## config.mk

```make
export PLATFORM = sky130hd
export DESIGN_NAME = accum_bus_arbiter
export DESIGN_NICKNAME = d
export VERILOG_FILES = /design/src/rtl/accum_bus_arbiter.sv
export SDC_FILE = /design/constraint.sdc
export NUM_CORES = 1
export LEC_CHECK = 0
export CAP_MARGIN = 20
export CORE_ASPECT_RATIO = 1.5
export CORE_UTILIZATION = 37
export CTS_CLUSTER_DIAMETER = 120
export DETAILED_ROUTE_END_ITERATION = 10
export PLACE_DENSITY = 0.79
export SYNTH_ARGS = -nofsm -noshare
export SYNTH_HDL_FRONTEND = slang
export SYNTH_SLANG_ARGS = --single-unit
export TNS_END_PERCENT = 50
```

## constraint.sdc

```tcl
create_clock -name clk -period 4 [get_ports clk]
set_input_delay 0.8 -clock clk [delete_from_list [all_inputs] [get_ports clk]]
set_output_delay 0.8 -clock clk [all_outputs]
set_load 0.01 [all_outputs]
```

## src/rtl/accum_bus_arbiter.sv

```systemverilog
// accum_bus_arbiter: round-robin share of one column accumulation bus among
// NUM_ROWS PEs. Each frame collects exactly one result per row in frame_mask.
// The beat that completes the frame is flagged with out_last.
// Optional feature: define ACCUM_ARB_TAG_EN to add the registered out_row tag.
module accum_bus_arbiter #(
    parameter int NUM_ROWS  = 4,
    parameter int ACCUM_BIT = 32,
    parameter int ROW_W     = $clog2(NUM_ROWS)
) (
    input  logic                          clk,
    input  logic                          rst,
    input  logic [NUM_ROWS*ACCUM_BIT-1:0] req_data,
    input  logic [NUM_ROWS-1:0]           req_valid,
    output logic [NUM_ROWS-1:0]           req_ready,
    input  logic [NUM_ROWS-1:0]           frame_mask,
    output logic [ACCUM_BIT-1:0]          out_data,
    output logic                          out_valid,
    input  logic                          out_ready,
    output logic                          out_last,
`ifdef ACCUM_ARB_TAG_EN
    output logic [ROW_W-1:0]              out_row,
`endif
    output logic                          busy
);

    logic [ROW_W-1:0]     last_grant_q;
    logic [NUM_ROWS-1:0]  served_q;
    logic [ACCUM_BIT-1:0] data_q;
    logic                 valid_q;
    logic                 last_q;

    logic [NUM_ROWS-1:0]  eligible;
    logic [NUM_ROWS-1:0]  grant_oh;
    logic [ROW_W-1:0]     grant_idx;
    logic                 load_en;
    logic                 accept;
    logic                 frame_done;

    assign eligible = req_valid & frame_mask & ~served_q;
    assign load_en  = ~valid_q | out_ready;

    // Rotating priority scan starting just after the most recent grant
    always_comb begin
        grant_oh  = '0;
        grant_idx = '0;
        for (int k = 1; k <= NUM_ROWS; k++) begin
            int idx;
            idx = int'(last_grant_q) + k;
            if (idx >= NUM_ROWS) idx = idx - NUM_ROWS;
            if (grant_oh == '0 && eligible[idx]) begin
                grant_oh[idx] = 1'b1;
                grant_idx     = ROW_W'(idx);
            end
        end
    end

    // Ready is suppressed during reset and whenever the output stage is held
    assign req_ready  = rst ? '0 : (grant_oh & {NUM_ROWS{load_en}});
    assign accept     = |req_ready;
    assign frame_done = ((served_q | grant_oh) & frame_mask) == frame_mask;

    // Arbitration state and single output register
    always_ff @(posedge clk) begin
        if (rst) begin
            last_grant_q <= ROW_W'(NUM_ROWS - 1);
            served_q     <= '0;
            data_q       <= '0;
            valid_q      <= 1'b0;
            last_q       <= 1'b0;
        end else if (accept) begin
            data_q       <= req_data[int'(grant_idx)*ACCUM_BIT +: ACCUM_BIT];
            valid_q      <= 1'b1;
            last_q       <= frame_done;
            last_grant_q <= grant_idx;
            served_q     <= frame_done ? '0 : (served_q | grant_oh);
        end else if (out_ready && valid_q) begin
            valid_q      <= 1'b0;
            last_q       <= 1'b0;
        end
    end

`ifdef ACCUM_ARB_TAG_EN
    logic [ROW_W-1:0] row_q;

    // Source row tag travels with the data beat
    always_ff @(posedge clk) begin
        if (rst)         row_q <= '0;
        else if (accept) row_q <= grant_idx;
    end

    assign out_row = row_q;
`endif

    assign out_data  = data_q;
    assign out_valid = valid_q;
    assign out_last  = last_q;
    assign busy      = (served_q != '0) | valid_q;

endmodule

```

==> impl_metrics.tcl <==
set metrics [dict create \
    syn-mean-instance-area_um2 8.752 \
    track_usage_pct 28.32 \
    floorplan.io_pins 178 \
    layout_commonest_cell "sky130_fd_sc_hd__clkdlybuf4s50_1" \
    multi_input_area_um2 2411 \
    postLayoutCoreUtil_pct 66.67 \
    synthDistinctLibCells 66 \
    p_per_area_nw_per_um2 785.1 \
    finalWorstSetupSlack_ns 0.08536 \
    stdcell_area_um2 5921 \
    synth_cells 390 \
    worst-setup-path-type "in2out" \
    syn_nets 537 \
    ys_ff_latch 40 \
    layout-area-overhead-vs-synth_pct 73.46 \
    critical_path_peak_fanout 12 \
    crit_path_start_kind "primary input" \
    report.final.setup_viol 0 \
    placed_cell_area_um2 5683 \
    dieArea_um2 9621 \
    layout.cells.most_common_list "sky130_fd_sc_hd__clkdlybuf4s50_1, sky130_fd_sc_hd__buf_4, sky130_fd_sc_hd__dfxtp_1" \
    required_ns 3.20 \
    clock_edge_transition_at_the_registers_on_the_reported_setup_and_hold_paths_ns 0.06 \
    cts_tree "built" \
    timing.slew.headroom_pct 68.26 \
    grt_setup_unrepaired "false" \
    yosys_warnings 0 \
    clock_skew_ns 0.006613 \
    report.final.hold_viol_count 0 \
    design_power_w 0.004648 \
    place.detailed.hpwl_mm 10.71 \
    time_the_final_worst_path_needs_with_i_o_delays_and_setup_ns 3.915 \
    diodes 0 \
    pre_cts_slack_ns -0.5992 \
    synth_flop_cell "sky130_fd_sc_hd__dfxtp_1" \
    number_of_clock_buffers_inserted_by_tritoncts 5 \
    starting_density_of_the_core_pct 38.43 \
    drt-vias-per-instance 6.042 \
    vdd_drop_max_uv 494.0 \
    grt_start_max_net_pins 40 \
    dr_total_vias 4362 \
    layout.cells.non_filler 722 \
    wl_per_cell_um 19.34 \
    postCtsHoldBufs 0 \
    cts-root-buf "sky130_fd_sc_hd__clkbuf_16" \
    register_area_um2 800.8 \
    drc_marker_count_from_the_first_detailed_route_iteration 235 \
    fin_nets 758 \
    grt.overflow.total 0 \
    antenna_found_initial 0 \
    async_flop_share_pct 0 \
    cts.path.max_buffers 2 \
    drt-total-wl_mm 13.96 \
    min_path_type "reg2reg" \
    worst_slew_pin_slew_ns 0.4761 \
    cp.arrival_ns 3.11 \
    core-area_um2 8881 \
    tritoncts_num_sinks 40 \
    leakagePower_nw 2.360 \
    clock_latency_on_the_worst_skew_pair_ns 0.28 \
    post-place-cells 705 \
    synth_area_um2 3413 \
    fmax_ghz 0.2555 \
    layout_worst_path_cycle_share_pct 97.87 \
    synth_edf_count 0 \
    place_congestion 0.8936 \
    die_width_um 80.42 \
    vias_in_the_first_global_route 4420 \
    endpoint_kind "output pin" \
    port-buffer-count 177 \
    run_status "finished, final reports clean" \
    timing_max_transition_violations_final 0 \
    maxCapViolations 0 \
    n_fill_cell 734 \
    htreeDepth 2 \
    route.detailed.drc 0 \
    fp.dieH_um 119.6 \
    drt_pass1_iterations 4 \
    synth.yosys.seq_area_share_pct 23.46 \
    number_of_nets_with_antenna_violations_after_routing 0 \
    grt_first_pass_wirelength_mm 21.09 \
    drive_gt1_share_pct 23.69 \
    fp-row-count 42 \
]
## worst paths after layout
path / startpoint / to / slack [ns] / cells past startpoint
hold reg to reg: out_data[28]$_SDFFE_PP0P_ / out_data[28]$_SDFFE_PP0P_ / 0.48 / 2
setup / recovery: req_valid[2] / req_ready[2] / 0.09 / 9
hold / removal: out_data[28]$_SDFFE_PP0P_ / out_data[28]$_SDFFE_PP0P_ / 0.48 / 2
setup reg to reg: last_grant_q[1]$_SDFFE_PP1P_ / out_data[12]$_SDFFE_PP0P_ / 0.22 / 14
## synthesized netlist by cell type (all sizes together) (2+ instances only)
cell / n / area (um2)
a211o: 4 / 35.03
a211oi: 18 / 140.1
a21o: 3 / 22.52
a21oi: 4 / 23.77
a221o: 23 / 230.2
a221oi: 23 / 201.4
and2: 4 / 25.02
and3: 18 / 112.6
and3b: 4 / 35.03
and4: 3 / 26.28
and4b: 2 / 20.02
buf: 25 / 173.9
clkbuf: 12 / 45.04
dfxtp: 40 / 800.8
ha: 8 / 100.1
inv: 5 / 18.76
mux2: 24 / 270.3
mux2i: 4 / 52.55
mux4: 4 / 90.09
nand2: 18 / 72.57
nand2b: 3 / 18.77
nand3: 25 / 125.1
nand3b: 4 / 30.03
nand4: 12 / 75.07
nor2: 12 / 45.04
nor2b: 3 / 18.77
nor3: 7 / 40.04
nor4: 2 / 18.77
o2111ai: 2 / 17.52
o211ai: 2 / 15.01
o21a: 2 / 15.01
o21ai: 34 / 170.2
o31a: 3 / 26.28
o31ai: 11 / 96.34
or2: 2 / 12.52
or3: 2 / 12.51
or4: 2 / 18.77
## routing by layer
| layer | global-route usage (%) | vias to the layer above | part of all wire, % |
|---|---|---|---|
| li1 | - | 2018 | - |
| met4 | 17.75 | 0 | 5.3 |
| met1 | 28.50 | 2066 | 36 |
| met3 | 5.703 | 53 | 7.8 |
| met2 | 51.43 | 225 | 51 |
| met5 | 0 | - | 0 |
## cells by family (layout without fill, tap and decap cells)
kind of cell             count (synthesis)  after routing  synth area share [%]
AO/OA/AOI/OAI                          141            141                 32.62
buffers and inverters                   43            265                 7.221
flip-flops                              40             40                 23.46
AND/OR/NAND/NOR                        126            126                 21.66
multiplexers                            32             32                 12.10
adder cells (fa/ha/maj)                  8              8                 2.933
## report_power, final
group | internal (W) | switching, W
Combinational | 0.00179 | 0.00174
Sequential | 0.000555 | 0.0000848
Clock | 0.000312 | 0.000165
## through the flow
| stage | hold slack, ns | TNS [ns] |
|---|---|---|
| floorplan | 0.4974 | 0 |
| global placement | 0.4630 | -11.54 |
| detailed placement | 0.4657 | -14.17 |
| CTS | 0.4802 | 0 |
| global route | 0.5013 | 0 |
| finish | 0.4771 | 0 |
## critical path, cell delays in order
cell	delay, ns
sky130_fd_sc_hd__clkdlybuf4s15_1	0.20
sky130_fd_sc_hd__and3b_2	0.23
sky130_fd_sc_hd__mux4_2	0.47
sky130_fd_sc_hd__o21a_1	0.14
sky130_fd_sc_hd__buf_4	0.13
sky130_fd_sc_hd__buf_4	0.17
sky130_fd_sc_hd__or4b_1	0.53
sky130_fd_sc_hd__o22ai_2	0.16
sky130_fd_sc_hd__dlygate4sd2_1	0.30
## state kept, by name, indices dropped and copies added, names as in the netlist
register	flops
last_grant_q	2
out_data	32
served_q	4
out_valid	1
out_last	1
## what timing repair did
item	in CTS	in global routing
pin swaps	10	9
hold endpoints to repair	0	0
resized for setup	24	19
buffers inserted	6	3
setup endpoints to repair	31	8
## final cells by class
class	instances	share of cell area (%)
flip-flops and latches	40	13.52
clock inverters	2	0.6551
inverters	6	0.4649
well taps	110	2.325
clock buffers	6	2.346
multi-input cells	307	40.72
repair buffers	251	39.96
(Power assumes the default switching activity.)
